$ cat src/rtl/mux_rr_reg.sv
// -----------------------------------------------------------------------------
// mux_rr_reg
//   N-channel, WIDTH-bit multiplexer with a registered output stage and
//   valid/ready handshakes on every input channel and on the output.
//   The channel is chosen by one of three modes:
//     00 forced          : channel `sel` (legacy 2:1 selector steering)
//     01 fixed priority  : lowest-index valid channel
//     1x round-robin     : first valid channel after the last one granted
//
// Ports
//   clk        rising-edge clock
//   rst        synchronous reset, active-high
//   mode       selection mode (see above)
//   sel        channel index used in forced mode
//   in_data    packed channel data, channel i at [i*WIDTH +: WIDTH]
//   in_valid   per-channel valid
//   in_ready   per-channel ready (combinational)
//   out_data   registered selected data
//   out_ch     registered index of the channel that supplied out_data
//   out_valid  registered output valid
//   out_ready  consumer ready
// -----------------------------------------------------------------------------
module mux_rr_reg #(
  parameter int WIDTH  = 5,
  parameter int NUM_CH = 4,
  parameter int SEL_W  = 2
) (
  input  logic                    clk,
  input  logic                    rst,
  input  logic [1:0]              mode,
  input  logic [SEL_W-1:0]        sel,
  input  logic [NUM_CH*WIDTH-1:0] in_data,
  input  logic [NUM_CH-1:0]       in_valid,
  output logic [NUM_CH-1:0]       in_ready,
  output logic [WIDTH-1:0]        out_data,
  output logic [SEL_W-1:0]        out_ch,
  output logic                    out_valid,
  input  logic                    out_ready
);

  logic [NUM_CH-1:0] gnt;
  logic [SEL_W-1:0]  gnt_idx;
  logic [SEL_W-1:0]  last_gnt;
  logic              load;
  logic              xfer;
  logic [WIDTH-1:0]  sel_data;
  int                rr_idx;
  logic              rr_found;

  logic [WIDTH-1:0]  data_p0;
  logic [SEL_W-1:0]  ch_p0;
  logic              vld_p0;

  // Grant: at most one bit set, and only for a channel that is valid.
  always_comb begin
    gnt      = '0;
    gnt_idx  = '0;
    rr_idx   = 0;
    rr_found = 1'b0;
    if (mode == 2'b00) begin
      // An out-of-range sel matches no loop index, so nothing is granted.
      for (int i = 0; i < NUM_CH; i++) begin
        if (sel == SEL_W'(i) && in_valid[i]) begin
          gnt[i]  = 1'b1;
          gnt_idx = SEL_W'(i);
        end
      end
    end else if (mode == 2'b01) begin
      // Descending scan: the last hit written is the lowest valid index.
      for (int i = NUM_CH - 1; i >= 0; i--) begin
        if (in_valid[i]) begin
          gnt     = '0;
          gnt[i]  = 1'b1;
          gnt_idx = SEL_W'(i);
        end
      end
    end else begin
      // Search starts just after last_gnt and wraps modulo NUM_CH, so the
      // channel granted last has the lowest priority this cycle.
      for (int k = 1; k <= NUM_CH; k++) begin
        rr_idx = (int'(last_gnt) + k) % NUM_CH;
        if (!rr_found && in_valid[rr_idx]) begin
          rr_found     = 1'b1;
          gnt[rr_idx]  = 1'b1;
          gnt_idx      = SEL_W'(rr_idx);
        end
      end
    end
  end

  // The output register can take a word when empty or being popped this cycle.
  assign load     = ~vld_p0 | out_ready;
  assign in_ready = (rst || !load) ? '0 : gnt;
  assign xfer     = |in_ready;
  assign sel_data = in_data[int'(gnt_idx)*WIDTH +: WIDTH];

  // ---- stage p0: registered output word ----
  always_ff @(posedge clk) begin
    if (rst) begin
      vld_p0   <= 1'b0;
      data_p0  <= '0;
      ch_p0    <= '0;
      last_gnt <= SEL_W'(NUM_CH - 1);
    end else if (xfer) begin
      vld_p0  <= 1'b1;
      data_p0 <= sel_data;
      ch_p0   <= gnt_idx;
      if (mode[1]) begin
        last_gnt <= gnt_idx;
      end
    end else if (out_ready) begin
      vld_p0 <= 1'b0;
    end
  end

  assign out_data  = data_p0;
  assign out_ch    = ch_p0;
  assign out_valid = vld_p0;

endmodule

$ cat config.mk
export PLATFORM = sky130hd
export DESIGN_NAME = mux_rr_reg
export DESIGN_NICKNAME = d
export VERILOG_FILES = /design/src/rtl/mux_rr_reg.sv
export SDC_FILE = /design/constraint.sdc
export NUM_CORES = 1
export LEC_CHECK = 0
export ABC_AREA = 1
export CAP_MARGIN = 20
export CORE_MARGIN = 5
export CORE_UTILIZATION = 45
export DETAILED_ROUTE_END_ITERATION = 8
export PLACE_DENSITY = 0.77
export SYNTH_ARGS = -nofsm -noshare
export SYNTH_HDL_FRONTEND = slang
export SYNTH_SLANG_ARGS = --single-unit
export TNS_END_PERCENT = 100
$ cat constraint.sdc
create_clock -name clk -period 3.4 [get_ports clk]
set_input_delay 0.34 -clock clk [delete_from_list [all_inputs] [get_ports clk]]
set_output_delay 0.34 -clock clk [all_outputs]
set_load 0.005 [all_outputs]
# After elaboration in Yosys (flattened, before gate mapping)
# Index checks and enable logic that the tools add are counted.
# classes
order_cmp	8
n_reduce_logical	25
mul	1
bitwise	9
n_eq_ne	4
n_mux	65
addsub	4
shift	1
# op_table
cell	n
two-way mux 4 bit	17
two-way mux 1 bit	28
two-way mux 2 bit	12
indexed part select 20 x 6 -> 5 bit	1
< comparator 3 x 4 -> 1 bit (second input constant)	4
greater-or-equal comparator 3 x 1 -> 1 bit (second input constant)	4
OR 4 bit	3
logical AND 1 bit	11
binary-select mux 1 bit (select 2 bit)	4
demux 1 bit (select 2 bit)	4
OR reduction 2 bit	4
multiplier 2 x 3 -> 5 bit (second input constant)	1
adder 2 x 1 -> 2 bit (second input constant)	2
adder 2 bit (second input constant)	2
AND 1 bit (first input constant)	4
equality test 2 x 1 -> 1 bit (second input constant)	2
equality test 2 bit (second input constant)	2
zero test 1 bit	4
zero test 2 bit	2
OR reduction 4 bit	1
AND reduction 2 bit	1
nonzero test 2 bit	1
logical OR 1 bit	1
NOT 1 bit	1
OR 1 bit	1
# word_totals
input_bits	31
reg_bits	10
out_inout_bits	12
elab_cells	121

# Longest topological paths before layout
# Gate-level depths: netlist of the first run.
# logic_depth
ltp_word	27
ltp_mapped	18

# Worst setup path before layout of the first run
# OpenSTA, ideal clock, no wires.
# synth_timing
path_type	register -> register
from	register last_gnt[0]
to	register data_p0[0], in the netlist out_data[0]
required_time_ps	3289
stages_incl_launch_ff	18
arrival_ps	2089
path_slack_ps	1200
path_cell_list	dfxtp_1 buf_6 inv_6 ha_1 inv_1 nand3_4 nand2_8 nor2_8 nand2_2 nand2_1 nand2_1 nand2_2 buf_4 nand3b_1 nand3_1 nand2_1 nor2_2 nor2_2
# synth_via
elab_chain_len	24
# synth_rtl
element	line	text
start: declaration	43	logic [SEL_W-1:0] last_gnt;
start signal: assignment	103	last_gnt <= SEL_W'(NUM_CH - 1);
start signal: assignment	109	last_gnt <= gnt_idx;
adder 2 x 1 -> 2 bit	81	rr_idx = (int'(last_gnt) + k) % NUM_CH;
binary-select mux 1 bit (select 2 bit) / OR reduction 2 bit (equally long branches)	-	
two-way mux 1 bit (not written as such) / AND 1 bit (equally long branches)	-	
two-way mux 1 bit (not written as such), or another cell as far along	82	if (!rr_found && in_valid[rr_idx]) begin
two-way mux 1 bit / logical AND 1 bit (equally long branches)	82, 84	
two-way mux 1 bit, on equally long branches	68, 84	
two-way mux 1 bit / demux 1 bit (select 2 bit) (equally long branches)	60, 84	
zero test 1 bit / two-way mux 4 bit (equally long branches)	82	
[8 not listed]	-	
two-way mux 1 bit / two-way mux 4 bit (equally long branches)	60, 68	
zero test 1 bit / two-way mux 4 bit (equally long branches)	82, 60	
logical AND 1 bit / OR 4 bit (equally long branches)	-	
two-way mux 2 bit / two-way mux 4 bit (equally long branches)	82	
two-way mux 2 bit / two-way mux 4 bit (equally long branches)	68	end else if (mode == 2'b01) begin
two-way mux 2 bit / two-way mux 4 bit (equally long branches)	60	if (mode == 2'b00) begin
multiplier 2 x 3 -> 5 bit / two-way mux 4 bit (equally long branches)	95, 93	
indexed part select 20 x 6 -> 5 bit / OR reduction 4 bit (equally long branches)	95, 94	
end signal: assignment	106	data_p0 <= sel_data;
end: declaration	50	logic [WIDTH-1:0] data_p0;
# Parallel ways exist; a longest one is shown, timed or not. The select of a mux whose other input is x is not followed.
# A chain may end at the register's enable or synchronous reset.

# Worst setup path after layout of the first run
# layout_timing
from	register last_gnt[1]
to	output port in_ready[2]
# layout_via
elab_chain_len	23
# layout_rtl
element	line	text
adder 2 x 1 -> 2 bit	81	
OR reduction 2 bit (no line) / binary-select mux 1 bit (select 2 bit) (equally long branches)	-	
AND 1 bit (no line) / two-way mux 1 bit (equally long branches)	-	
< comparator 3 x 4 -> 1 bit (not written as such), or another cell as far along	84	gnt[rr_idx] = 1'b1;
logical AND 1 bit (not written as such) / two-way mux 1 bit (equally long branches)	84, 82	
two-way mux 1 bit, on equally long branches	84, 68	
demux 1 bit (select 2 bit) / two-way mux 1 bit (equally long branches)	84, 60	
two-way mux 4 bit / zero test 1 bit (equally long branches)	82	
[7 not listed]	-	
two-way mux 4 bit / two-way mux 1 bit (equally long branches)	82, 68	
two-way mux 4 bit / two-way mux 1 bit (equally long branches)	68, 60	
two-way mux 4 bit / zero test 1 bit (equally long branches)	60, 82	
OR 4 bit (no line) / logical AND 1 bit (equally long branches)	-	
two-way mux 4 bit *	82	
two-way mux 4 bit *	68	
two-way mux 4 bit *	60	
two-way mux 4 bit *	93	assign in_ready = (rst || !load) ? '0 : gnt;
end: declaration	34	output logic [NUM_CH-1:0] in_ready,
# Every way passes the cells marked *; elsewhere a longest branch is shown, timed or not. The select of a mux whose other input is x is not followed.

==> flow_metrics.py, run 1 <==
metrics = {
    "detailed_routing": {
        "dr.pass1.iters": 4,
        "dr_total_vias": 1477,
        "drcViolationCount": 0,
        "viasPerCell": 4.78,
        "drt_iter0_drc": 127,
        "finalWirelength_um": 3420,
        "ant_nets": 0,
        "wl_per_cell_um": 11.1,
    },
    "min_path": {
        "hp-class": "register to register",
        "hold_start": "out_ch[1]",
        "min_to": "out_ch[1]",
        "hold_depth": 2,
    },
    "placed_design": {
        "hpwlAfterDp_um": 2920,
        "port-buffer-count": 42,
        "dp.cells": 306,
        "globalplace.congestion": 0.897,
        "dpl_worst_slack_ns": 0.558,
    },
    "setup_path": {
        "worstPathMaxFanout": 10,
        "cp-start-kind": "register",
        "worstPathArrival_ns": 2.77,
        "r2r-start": "last_gnt[1]",
        "cp-end-kind": "output port",
        "crit_type": "register to output port",
        "required_ns": 3.06,
        "reg2regPathDepth": 16,
        "rrSetupSlack_ns": 0.82,
        "r2r-end": "out_data[4]",
    },
    "synth": {
        "yosys_warnings": 0,
        "synthTopCellsByArea": "dfxtp_1 14%, nand2_1 13%, nand3_1 10%, nand3b_1 7.8%, ha_1 7.0%",
        "synth_seq_cells": 10,
        "syn_avg_cell_area_um2": 6.49,
        "synth_cell_type_count": 33,
        "synth_seq_area_share_pct": 13.9,
        "synth_area_leader_cell": "dfxtp_1",
        "netlist_instances": 222,
        "syn_nets": 261,
        "synth_top_area_share_pct": 13.9,
        "netlist_area_um2": 1440,
    },
    "sta": {
        "setup_ws_ns": 0.289,
        "relSlewSlack_pct": 60.9,
        "hold_violations": 0,
        "setup_viol": 0,
        "finalClockSkew_ns": 0.000979,
        "timing.final.crit_share_pct": 91.5,
        "setup_tns_ns": 0,
        "period_minus_slack_ns": 3.11,
        "fmax_mhz": 321,
        "slew_violations": 0,
        "tightestPinTransition_ns": 0.586,
        "rsz0062_at_grt": "no",
    },
    "clock_network": {
        "cts_num_sinks": 10,
        "cts.repair.resized": 0,
        "cts_setup_buffers": 0,
        "cts_tree": "done",
        "numCtsBuffers": 3,
        "cts_hold_buf": 0,
        "htreeDepth": 1,
        "clkTransAtPathRegs_ns": 0.06,
        "clk_latency_ns": 0.26,
        "root_buffer": "clkbuf_4",
        "clk_path_buf_depth": 2,
    },
    "run_status": {
        "status": "complete, no violations",
    },
    "cells_and_area": {
        "final_util_pct": 63.0,
        "layoutNonFillerInstCount": 309,
        "n_antenna_cell": 0,
        "final_common_cell": "nand2_1",
        "area_growth_pct": 33.4,
        "nets": 306,
        "nFillCells": 314,
        "mostFrequentLayoutCells": "50 x nand2_1, 42 x clkdlybuf4s50_1, 30 x nand3_1",
        "layout-drive-gt1-share_pct": 20.0,
    },
    "power_and_ir_drop": {
        "power_per_cell_area_nw_per_um2": 412,
        "power.leakage_nw": 0.924,
        "ir_drop_mv": 0.352,
    },
    "die": {
        "die_y_um": 66.6,
        "ioPinCount": 43,
        "start_util_pct": 47.2,
        "core_region_area_um2": 3050,
        "num_rows": 20,
        "die-area_um2": 4430,
        "die_w_um": 66.6,
    },
    "global_routing": {
        "grt_pass1_wl_um": 6060,
        "grt_max_degree": 12,
        "grt.total_usage_pct": 17.2,
        "antenna_found_initial": 0,
        "gr-total-overflow": 0,
        "grt_pass1_vias": 1441,
    },
    "run": {
        "maxCapViolCount": 0,
    },
}
[layout make-up]
type                            instances  area [um^2]  area share [%]
Clock buffer                            3         22.5            1.17
Multi-Input combinational cell        175         1070            55.7
Timing Repair Buffer                   45          443            23.0
Tap cell                               44         55.1            2.86
Sequential cell                        10          200            10.4
Inverter                               32          130            6.77
[metrics by stage]
step                      hold WS, ns  total power [W]  area, um^2
after floorplan                 0.490         0.000568        1440
after global placement          0.491         0.000717        1900
after detailed placement        0.498         0.000719        1900
after CTS                       0.511         0.000800        1920
after global routing            0.554         0.000872        1920
final                           0.505         0.000791        1920
[cell usage after synthesis]
library cell  instances
buf_2                 1
nand4_1               1
nor2_1               13
nand2_2              13
nand3b_1             15
o22ai_1               1
a22oi_1               1
nor3_1                2
clkbuf_1              1
nor2_4                2
nand3_1              30
dfxtp_1              10
nand3_2               2
a31oi_1               1
a21oi_1               4
inv_1                24
a211oi_1              2
nand2_8               1
nor2_2               13
buf_4                 1
nand2_4               2
nand2_1              50
buf_6                 2
inv_6                 2
ha_1                  8
a21oi_2               2
o21ai_1               3
inv_2                 5
o21ai_0               2
clkinv_1              1
nand3_4               2
nor2_8                3
o21bai_1              2
[power breakdown]
| part | leakage, nW | total [W] | switching (W) | internal [W] |
|---|---|---|---|---|
| clock | 0.0138 | 0.0000771 | 0.0000364 | 0.0000407 |
| combinational | 0.827 | 0.000553 | 0.000321 | 0.000232 |
| sequential | 0.0832 | 0.000161 | 0.0000170 | 0.000144 |
[critical path, stage by stage, from the launching register on]
cell             delay, ns
dfxtp_1               0.45
inv_1                 0.19
ha_1                  0.39
inv_1                 0.12
nand3_4               0.13
nand2_8               0.09
nor2_8                0.18
nand3_1               0.09
nand3_1               0.10
nand2_1               0.05
nand2_1               0.06
nand2_2               0.11
inv_1                 0.07
clkdlybuf4s50_1       0.49
[flip-flops by register name, summed over array words and instances, names as in the netlist]
| register | cells |
|---|---|
| out_data | 5 |
| last_gnt | 2 |
| out_ch | 2 |
| out_valid | 1 |
[worst max path at each step]
stage                      startpoint           to  slack [ns]  cells past startpoint
after detailed placement  last_gnt[1]  in_ready[2]        0.56                     13
after global placement    last_gnt[1]  in_ready[2]        0.62                     13
final                     last_gnt[1]  in_ready[2]        0.29                     13
after floorplan           last_gnt[0]  out_data[0]        1.20                     17
after CTS                 last_gnt[1]  in_ready[2]        0.27                     13
after global routing      last_gnt[1]  in_ready[2]        0.05                     13
[routing by layer]
layer,wire length [um],vias up,share of wire [%],track usage [%]
met5,0,-,0,0
met4,21,0,0.61,2.28
met3,229,4,6.7,5.23
met2,1630,38,48,29.3
met1,1540,633,45,21.5
li1,-,802,-,-
[cells by family (layout without fill, tap and decap cells)]
group | count (synthesis) | after routing | share of synthesized area, %
AND/OR/NAND/NOR | 149 | 149 | 59.6
AO/OA/AOI/OAI | 18 | 18 | 7.82
buffers and inverters | 37 | 80 | 11.7
adder cells (fa/ha/maj) | 8 | 8 | 6.95
flip-flops | 10 | 10 | 13.9
No activity file was read; power rests on OpenSTA's default activity.
==> inputs of run 2 (changes only) <==
--- a/config.mk
+++ b/config.mk
@@ -6,8 +6,6 @@
 export NUM_CORES = 1
 export LEC_CHECK = 0
 export ABC_AREA = 1
-export CAP_MARGIN = 20
-export CORE_MARGIN = 5
 export CORE_UTILIZATION = 45
 export DETAILED_ROUTE_END_ITERATION = 8
 export PLACE_DENSITY = 0.77
==> flow_metrics.py, run 2 (same netlist as run 1, synthesis figures left out) <==
metrics = {
    "die": {
        "die_w_um": 58.6,
        "ioPinCount": 43,
        "die-area_um2": 3430,
        "core_region_area_um2": 3050,
        "num_rows": 20,
        "die_y_um": 58.6,
        "start_util_pct": 47.2,
    },
    "run": {
        "maxCapViolCount": 0,
    },
    "cells_and_area": {
        "nets": 306,
        "largest_reg_flops": 5,
        "n_antenna_cell": 0,
        "mostFrequentLayoutCells": "50 x nand2_1, 42 x clkdlybuf4s50_1, 30 x nand3_1",
        "final_common_cell": "nand2_1",
        "area_growth_pct": 33.4,
        "nFillCells": 293,
        "final_cell_area_um2": 1920,
        "layout-drive-gt1-share_pct": 20.0,
    },
    "setup_path": {
        "required_ns": 3.06,
        "crit_type": "register to output port",
        "r2r-start": "last_gnt[1]",
        "cp-start-kind": "register",
        "startpoint": "last_gnt[1]",
        "cp-end-kind": "output port",
        "worstPathArrival_ns": 2.77,
        "worstPathMaxFanout": 10,
    },
    "clock_network": {
        "cts_tree": "done",
        "clk_path_buf_depth": 2,
        "cts.repair.resized": 0,
        "cts_num_sinks": 10,
        "numCtsBuffers": 3,
        "clk_latency_ns": 0.26,
        "root_buffer": "clkbuf_4",
        "clkTransAtPathRegs_ns": 0.06,
        "cts_hold_buf": 0,
        "cts_setup_buffers": 0,
        "htreeDepth": 1,
    },
    "global_routing": {
        "grt_pass1_wl_um": 5660,
        "gr-total-overflow": 0,
        "grt_max_degree": 12,
        "grt.total_usage_pct": 21.0,
        "grt_pass1_vias": 1375,
        "antenna_found_initial": 0,
    },
    "sta": {
        "period_minus_slack_ns": 3.11,
        "timing.final.crit_share_pct": 91.4,
        "rsz0062_at_grt": "no",
        "setup_viol": 0,
        "finalClockSkew_ns": 0.00587,
        "hold_violations": 0,
        "relSlewSlack_pct": 62.3,
        "slew_violations": 0,
        "fmax_mhz": 322,
        "tightestPinTransition_ns": 0.559,
        "setup_tns_ns": 0,
    },
    "min_path": {
        "hold_start": "out_ch[1]",
        "hp-class": "register to register",
    },
    "detailed_routing": {
        "ant_nets": 0,
        "drt_iter0_drc": 39,
        "viasPerCell": 4.80,
        "drcViolationCount": 0,
        "dr.pass1.iters": 4,
        "finalWirelength_um": 3360,
        "dr_total_vias": 1483,
        "wl_per_cell_um": 10.9,
    },
    "placed_design": {
        "port-buffer-count": 42,
        "hpwlAfterDp_um": 2800,
        "dpl-instance-area_um2": 1900,
        "globalplace.congestion": 0.967,
    },
    "power_and_ir_drop": {
        "finalPower_w": 0.000796,
        "power.leakage_nw": 0.924,
        "ir_drop_mv": 0.271,
        "power_per_cell_area_nw_per_um2": 414,
    },
    "run_status": {
        "status": "complete, no violations",
    },
}
-- run 2: cell counts in the layout (fill, tap and decap cells not counted) --
No cell type changed its count.
-- run 2: routing by layer --
layer	part of all wire, %	GRT usage [%]	routed length [um]	up-vias
met5	0	0	0	-
met4	0	2.04	0	0
met3	4.1	3.52	139	0
met2	49	38.9	1650	39
met1	47	26.3	1570	645
li1	-	-	-	799
-- run 2: worst max-delay path, cell delays in order (launching register included) --
cell	delay, ns
dfxtp_1	0.45
inv_1	0.18
ha_1	0.40
inv_1	0.11
nand3_4	0.13
nand2_8	0.08
nor2_8	0.18
nand3_1	0.09
nand3_1	0.10
nand2_1	0.05
nand2_1	0.06
nand2_2	0.11
inv_1	0.07
clkdlybuf4s50_1	0.49
-- run 2: worst paths after layout --
check,end,slack (ns),cells past startpoint
worst min register to register,out_ch[1],0.51,2
worst min-delay path,out_ch[1],0.51,2
worst max register to register,out_data[2],0.82,16
worst max-delay path,in_ready[2],0.29,13
-- run 2: layout make-up --
class,instances,area [um^2],area share [%]
clock buffer,3,22.5,1.17
inverter,32,130,6.77
multi-input combinational,175,1070,55.7
sequential,10,200,10.4
tap,44,55.1,2.86
timing repair buffer,45,443,23.0
-- run 2: power by group --
| part | switching, W | total (W) | internal (W) |
|---|---|---|---|
| clock | 0.0000377 | 0.0000785 | 0.0000408 |
| combinational | 0.000323 | 0.000556 | 0.000233 |
| sequential | 0.0000172 | 0.000161 | 0.000144 |
-- run 2: through the flow --
stage	util [%]	cells	hold slack, ns	setup WS [ns]
floorplan	-	222	0.490	1.20
detailed placement	62.2	306	0.493	0.571
global placement	62.2	306	0.488	0.634
CTS	63.0	309	0.512	0.274
global route	63.0	309	0.563	0.0457
finish	63.0	309	0.505	0.294
==> inputs of run 3 (changes only) <==
--- a/config.mk
+++ b/config.mk
@@ -6,6 +6,7 @@
 export NUM_CORES = 1
 export LEC_CHECK = 0
 export ABC_AREA = 1
+export CORE_ASPECT_RATIO = 0.9
 export CORE_UTILIZATION = 45
 export DETAILED_ROUTE_END_ITERATION = 8
 export PLACE_DENSITY = 0.77
==> flow_metrics.py, run 3 (same netlist as run 1, synthesis figures left out) <==
metrics = {
    "run_status": {
        "status": "complete, no violations",
    },
    "setup_path": {
        "crit_type": "register to output port",
        "timing.critical_path.mode_cell": "inv_1",
        "cp-end-kind": "output port",
        "cp_num_cells": 13,
        "path_buf_inv": 4,
        "r2r-end": "out_data[4]",
        "cpLargestDelayFamily": "buffers and inverters",
        "rrSetupSlack_ns": 0.89,
        "max_stage_delay_ns": 0.53,
        "worstPathArrival_ns": 2.79,
        "r2r-start": "last_gnt[1]",
        "cp-start-kind": "register",
        "worstPathMaxFanout": 10,
        "reg2regPathDepth": 16,
        "crit_slowest_cell": "clkdlybuf4s50_1",
        "crit_chain": "inv_1, ha_1, inv_1, nand3_4, nand2_8, nor2_8, nand3_1, nand3_1, nand2_1, nand2_1, nand2_2, inv_1, clkdlybuf4s50_1",
        "required_ns": 3.06,
    },
    "global_routing": {
        "antenna_found_initial": 0,
        "grt_pass1_vias": 1305,
        "gr-total-overflow": 0,
        "grt.total_usage_pct": 21.1,
        "grt_pass1_wl_um": 5710,
        "grt_max_degree": 12,
    },
    "power_and_ir_drop": {
        "p_int_w": 0.000441,
        "p_sw_share_pct": 46.9,
        "ir_drop_mv": 0.190,
        "p_clk_share_pct": 12.8,
        "power_per_cell_area_nw_per_um2": 431,
        "power_frac_comb_pct": 67.6,
        "p_seq_share_pct": 19.6,
        "power.leakage_nw": 0.926,
        "switchingPower_w": 0.000390,
    },
    "detailed_routing": {
        "drt_iter0_drc": 62,
        "wl_per_cell_um": 11.4,
        "viasPerCell": 4.96,
        "ant_nets": 0,
        "drcViolationCount": 0,
        "finalWirelength_um": 3500,
        "dr.pass1.iters": 5,
        "dr_total_vias": 1524,
    },
    "cells_and_area": {
        "n_antenna_cell": 0,
        "layoutNonFillerInstCount": 307,
        "layout-drive-gt1-share_pct": 20.4,
        "nets": 305,
        "final_common_cell": "nand2_1",
        "nFillCells": 319,
        "mostFrequentLayoutCells": "50 x nand2_1, 42 x clkdlybuf4s50_1, 30 x nand3_1",
        "largest_reg_flops": 5,
        "area_growth_pct": 33.8,
    },
    "die": {
        "start_util_pct": 47.3,
        "ioPinCount": 43,
        "die_w_um": 61.6,
        "num_rows": 19,
        "core_region_area_um2": 3040,
        "die_y_um": 55.7,
        "die-area_um2": 3430,
    },
    "clock_network": {
        "root_buffer": "clkbuf_4",
        "cts_num_sinks": 10,
        "cts_hold_buf": 0,
        "cts_tree": "done",
        "clk_path_buf_depth": 2,
        "numCtsBuffers": 3,
        "clk_latency_ns": 0.26,
        "htreeDepth": 1,
        "clkTransAtPathRegs_ns": 0.07,
    },
    "run": {
        "maxCapViolCount": 0,
    },
    "sta": {
        "fmax_mhz": 319,
        "tightestPinTransition_ns": 0.597,
        "setup_tns_ns": 0,
        "period_minus_slack_ns": 3.13,
        "rsz0062_at_grt": "no",
        "hold_violations": 0,
        "setup_viol": 0,
        "finalClockSkew_ns": 0.000294,
        "slew_violations": 0,
        "relSlewSlack_pct": 59.8,
        "timing.final.crit_share_pct": 92.1,
    },
    "placed_design": {
        "hpwlAfterDp_um": 2850,
        "port-buffer-count": 42,
        "globalplace.congestion": 0.882,
        "dp.cells": 303,
    },
    "min_path": {
        "hp-class": "register to register",
        "min_to": "out_ch[1]",
        "hold_start": "out_ch[1]",
        "hold_depth": 2,
    },
}
[run 3: stage by stage]
stage / power (W) / hold WS [ns] / cell area (um^2) / utilization [%] / worst slack, ns
after floorplan: 0.000568 / 0.490 / 1440 / - / 1.20
after global placement: 0.000715 / 0.496 / 1890 / 62.1 / 0.635
after detailed placement: 0.000723 / 0.494 / 1890 / 62.1 / 0.466
after CTS: 0.000833 / 0.513 / 1930 / 63.3 / 0.172
after global routing: 0.000902 / 0.563 / 1930 / 63.3 / 0.113
final: 0.000831 / 0.507 / 1930 / 63.3 / 0.270
[run 3: how the worst max path moves through the flow]
| stage | startpoint | end | slack [ns] |
|---|---|---|---|
| after floorplan | last_gnt[0] | out_data[0] | 1.20 |
| after global placement | last_gnt[1] | in_ready[2] | 0.63 |
| after detailed placement | last_gnt[1] | in_ready[2] | 0.47 |
| after CTS | last_gnt[1] | in_ready[2] | 0.17 |
| after global routing | last_gnt[1] | in_ready[2] | 0.11 |
| final | last_gnt[1] | in_ready[2] | 0.27 |
[run 3: timing repair]
| item | CTS | global route |
|---|---|---|
| setup endpoints to repair | 0 | 1 |
| buffers inserted | 0 | 0 |
| endpoints found under the hold margin | 0 | 0 |
| gates resized for setup | 0 | 1 |
[run 3: power by group through the flow]
stage / logic, W / registers (W) / clock network [W]
after floorplan: 0.000404 / 0.000163 / 0
after global placement: 0.000551 / 0.000164 / 0
after detailed placement: 0.000559 / 0.000164 / 0
after CTS: 0.000561 / 0.000162 / 0.000110
after global routing: 0.000617 / 0.000166 / 0.000118
final: 0.000562 / 0.000163 / 0.000106
[run 3: cell type report]
cell class / count / area, um^2 / area share [%]
multi-input cells: 175 / 1070 / 55.6
repair buffers: 44 / 435 / 22.6
flip-flops and latches: 10 / 201 / 10.5
inverters: 32 / 130 / 6.75
well taps: 42 / 52.6 / 2.73
clock buffers: 4 / 36.3 / 1.88
[run 3: routing by layer]
layer / track usage (%) / share of wire (%) / vias to the layer above
li1: - / - / 799
met1: 33.8 / 51 / 684
met2: 30.6 / 46 / 41
met3: 2.56 / 3.5 / 0
met4: 2.22 / 0 / 0
met5: 0 / 0 / -
[run 3: worst reg2reg max path, cell delays in order, from the launching register on]
cell and delay (ns):
dfxtp_2 0.40, inv_1 0.16, ha_1 0.37, inv_1 0.15, nand3_4 0.13, nand2_8 0.12
nor2_4 0.06, nor2_1 0.09, nand2_1 0.06, nand2_1 0.09, nand2_2 0.16, nand2_2 0.24
nand2_1 0.08, nand3_1 0.08, nand2_1 0.07, nor2_2 0.13, nor2_2 0.04
==> RTL edit 1 (config.mk and constraints of run 1) <==
Set the parameter `WIDTH` to 10 (it was 5).
--- a/src/rtl/mux_rr_reg.sv
+++ b/src/rtl/mux_rr_reg.sv
@@ -21,7 +21,7 @@
 //   out_ready  consumer ready
 // -----------------------------------------------------------------------------
 module mux_rr_reg #(
-  parameter int WIDTH  = 5,
+  parameter int WIDTH  = 10,
   parameter int NUM_CH = 4,
   parameter int SEL_W  = 2
 ) (
Ports: changed (resized in_data and out_data); port bits go from 43 to 68. The function was not compared with the original's and may differ.
==> RTL edit 1 against run 1 <==
  * Power rose by 37%
  * Worst setup slack improved by 0.28 ns
  * Core utilization grew 4.0 points
  * Sequential cell count up 5
  * Clock skew increased by 0.0012 ns
  * Wire length is 48% higher
  * Synthesized area rose by 21%
  * Highest routed layer unchanged
  * Largest cell class unchanged
  * Cell area increased by 29%
==> RTL edit 1: results (changes against run 1) <==
Placed design
  – DP Area: 0.00244 sq mm (+29%)
  – GP Congestion: 0.924 (+3.0%)
  – Input/output buffers: 67 (+60%)
  – Cells after DPL: 413 (+35%)

Power and ir drop
  – Power density cells: 436 mW/mm^2 (+5.9%)
  – Leakage: 1.26 nW (+36%)
  – Seq pwr: 236 uW (+47%)
  – Logic pwr share: 65.1% (-4.8 points)

Cells and area
  – Max FFs per register: 10 (+5)
  – Final net count: 429 (+40%)

Setup path
  – Worst Setup SP: last_gnt[0]
  – Crit-path max FO: 9 (-1)
  – Reg-to-reg startpoint: last_gnt[0]

Global routing
  – Vias in the first global route: 1925 (+34%)
  – First-pass GRT wire length: 8.27 mm (+37%)
  – Largest net degree at the start of global routing: 22 (+10)

Logic synthesis
  – Register area share after synthesis: 17.2% (+3.3 points)
  – Top cells by area, synth: nand2_1 (26%), dfxtp_1 (17%), nand3_1 (12%)
  – Synth Area in Compound Gates: 4.94% (-2.9 points)
  – Synth cell count leaders: nand2_1 (121), nand3_1 (41), nor2_1 (32)
  – Adder-cell share of the synthesized area: 5.73% (-1.2 points)

Status
  – Status: complete, no violations

STA
  – Worst Slack Setup Final: 0.571 ns (+0.283 ns)
  – Worst Tran Pin Value: 0.428 ns (-0.158 ns)

Route
  – Total routed wirelength: 5.05 mm (+48%)
  – DR vias: 2080 (+41%)
  – DRT iter0 DRCs: 103 (-19%)

Clock network
  – Worst skew pair latency: 0.24 ns (-0.02 ns)
  – Cell at the root of the clock tree: clkbuf_8
## RTL edit 1: critical path, cell delays in order (launching register included)
cell and delay, ns:
dfxtp_1 0.40, inv_6 0.07, ha_1 0.36, inv_1 0.10
nand3_1 0.13, nand2_2 0.11, inv_2 0.12, nand4_1 0.10
nand3_1 0.09, nand2_1 0.05, nand2_1 0.05, nand2_1 0.08
inv_1 0.07, clkdlybuf4s50_1 0.50
## RTL edit 1: area by class of cell
cell class	count	area (sq um)
Fill cell	357	1230
Inverter	24	97.6
Sequential cell	15	300
Tap cell	48	60.1
Timing Repair Buffer	73	716
Clock buffer	4	45.0
Multi-Input combinational cell	253	1270
## RTL edit 1: routing by layer
layer	vias to the layer above	track usage (%)	wire, microns
li1	1093	-	-
met1	903	22.9	2140
met2	76	34.1	2410
met3	8	5.82	434
met4	0	4.59	61
met5	-	0	0
==> RTL edit 2 (config.mk and constraints of run 1) <==
Made on the original files. Make the reset (`rst`) asynchronous in one clocked block. Comments in the files are not updated.
--- a/src/rtl/mux_rr_reg.sv
+++ b/src/rtl/mux_rr_reg.sv
@@ -95,7 +95,7 @@
   assign sel_data = in_data[int'(gnt_idx)*WIDTH +: WIDTH];
 
   // ---- stage p0: registered output word ----
-  always_ff @(posedge clk) begin
+  always_ff @(posedge clk or posedge rst) begin
     if (rst) begin
       vld_p0   <= 1'b0;
       data_p0  <= '0;
Formal check against the unedited RTL: differs if rst is asserted again (counterexample within 4 cycles, from zero or initial values and one cycle with rst high); with rst held inactive, the same outputs for 4 cycles.
==> RTL edit 2 against run 1 <==
  * Sequential power grew 59%
  * Via count is 1.2% lower
  * Combinational power increased by 93%
  * Cell area fell by 7.5%
  * Synthesized area shrank 9.3%
  * Clock skew is 0.0047 ns higher
  * Sequential cell count unchanged
  * Power rose by 81%
  * Worst setup slack worse by 0.026 ns
  * Wire length grew 2.8%
  * Global-route usage grew 0.66 points
  * Clock power is 41% higher
==> RTL edit 2: results (changes against run 1) <==
Placed design
  – Detailed Place HPWL: 2.88 mm (-1.3%)
  – Pre-CTS worst setup slack: 0.578 ns (+0.0202 ns)
  – GP Congestion: 0.869 (-3.2%)

Route
  – DRT iter0 DRCs: 86 (-32%)
  – M1 WL: 1.59 mm (+3.2%)
  – Met3 wire length: 324 microns (+41%)
  – Met2 routed WL: 1.55 mm (-4.5%)
  – Vias per inst: 5.23 (+9.5%)
  – Total routed wirelength: 3.51 mm (+2.8%)

Logic synthesis
  – Warnings, synthesis: 0 (unchanged)
  – Top cells by area, synth: nand2_1 (18%), nand3_1 (17%), dfrtp_1 (15%)
  – Mapped Nets: 244 (-6.5%)
  – Adder-cell share of the synthesized area: 7.66% (+0.71 points)
  – Yosys top cell area share: 18.4% (+4.5 points)
  – Synth Area in Compound Gates: 7.76% (-0.061 points)
  – Synth cell count leaders: nand2_1 (64), nand3_1 (45), inv_1 (21)

Clock network
  – TritonCTS Buffers: 3 (unchanged)
  – Postcts setup bufs: 0 (unchanged)

Setup path
  – RR Endpoint: out_data[2]
  – R2R cell count: 13 (-3)
  – Largest incremental delay on the critical path: 0.70 ns (+0.21 ns)
  – Crit-path max FO: 12 (+2)
  – Reg-to-reg startpoint: last_gnt[0]
  – Worst R2R Setup Slack: 0.76 ns (-0.06 ns)
  – Slowest-stage cell, CP: dfstp_2

Power and ir drop
  – Peak supply drop: 0.000714 V (+100%)
  – Leakage: 0.902 nW (-2.4%)

Worst hold path
  – Hold Crit Class: input port to asynchronous set/reset pin

Status
  – Status: complete, no violations

Global routing
  – Total track usage: 17.8% (+0.66 points)
  – First-pass GRT wire length: 6.04 mm (-0.23%)
  – Largest net degree at the start of global routing: 13 (+1)
  – Vias in the first global route: 1368 (-5.1%)

STA
  – Worst Tran Pin Value: 0.589 ns (+0.00328 ns)
  – Clock Skews: 0.00573 ns (+0.00475 ns)
  – Tcrit/Tclk final: 92.3% (+0.75 points)

Cells and area
  – Final net count: 288 (-5.9%)
  – Ratio of cells with drive above 1 in the final layout: 12.1% (-7.9 points)
RTL edit 2: worst min-delay path, stage by stage:
cell             delay, ns
clkdlybuf4s50_1       0.39
inv_1                 0.05
buf_4                 0.18
RTL edit 2: final cells by class:
class / count / area, sq um
well taps: 31 / 38.8
flip-flops and latches: 10 / 253
repair buffers: 44 / 435
clock buffers: 4 / 36.3
fillers: 286 / 980
inverters: 24 / 95.1
multi-input cells: 166 / 920
RTL edit 2: kinds of logic (layout without fill, tap and decap cells):
family,Yosys count,count (layout)
adder cells (fa/ha/maj),8,8
flip-flops,10,10
AND/OR/NAND/NOR,140,140
buffers and inverters,29,72
AO/OA/AOI/OAI,18,18
RTL edit 2: worst max path at each step:
stage	cells past startpoint	slack, ns	from	end
global route	11	0.14	last_gnt[1]	in_ready[3]
global placement	11	0.64	last_gnt[0]	in_ready[3]
floorplan	15	1.17	last_gnt[0]	out_data[0]
detailed placement	11	0.58	last_gnt[0]	in_ready[3]
CTS	11	0.28	last_gnt[0]	in_ready[3]
finish	11	0.26	last_gnt[0]	in_ready[3]
RTL edit 2: per-stage QoR:
stage / hold WS [ns] / power [mW] / std cells
after floorplan: 0.184 / 1.03 / 205
after global placement: 0.464 / 1.31 / 275
after detailed placement: 0.470 / 1.32 / 275
after CTS: 0.340 / 1.43 / 279
after global routing: 0.402 / 1.58 / 279
final: 0.334 / 1.43 / 279
RTL edit 2: per-layer routing:
metal  up-vias  track usage, %
li1        760               -
met4         0            4.16
met3         6            5.25
met2        59            28.6
met5         -               0
met1       635            23.4
RTL edit 2: power by group:
part | internal (mW) | switching [mW] | leakage [nW] | total (mW)
registers | 0.190 | 0.0664 | 0.117 | 0.256
clock network | 0.0651 | 0.0440 | 0.0210 | 0.109
logic | 0.414 | 0.655 | 0.763 | 1.07
total | 0.669 | 0.765 | 0.902 | 1.43
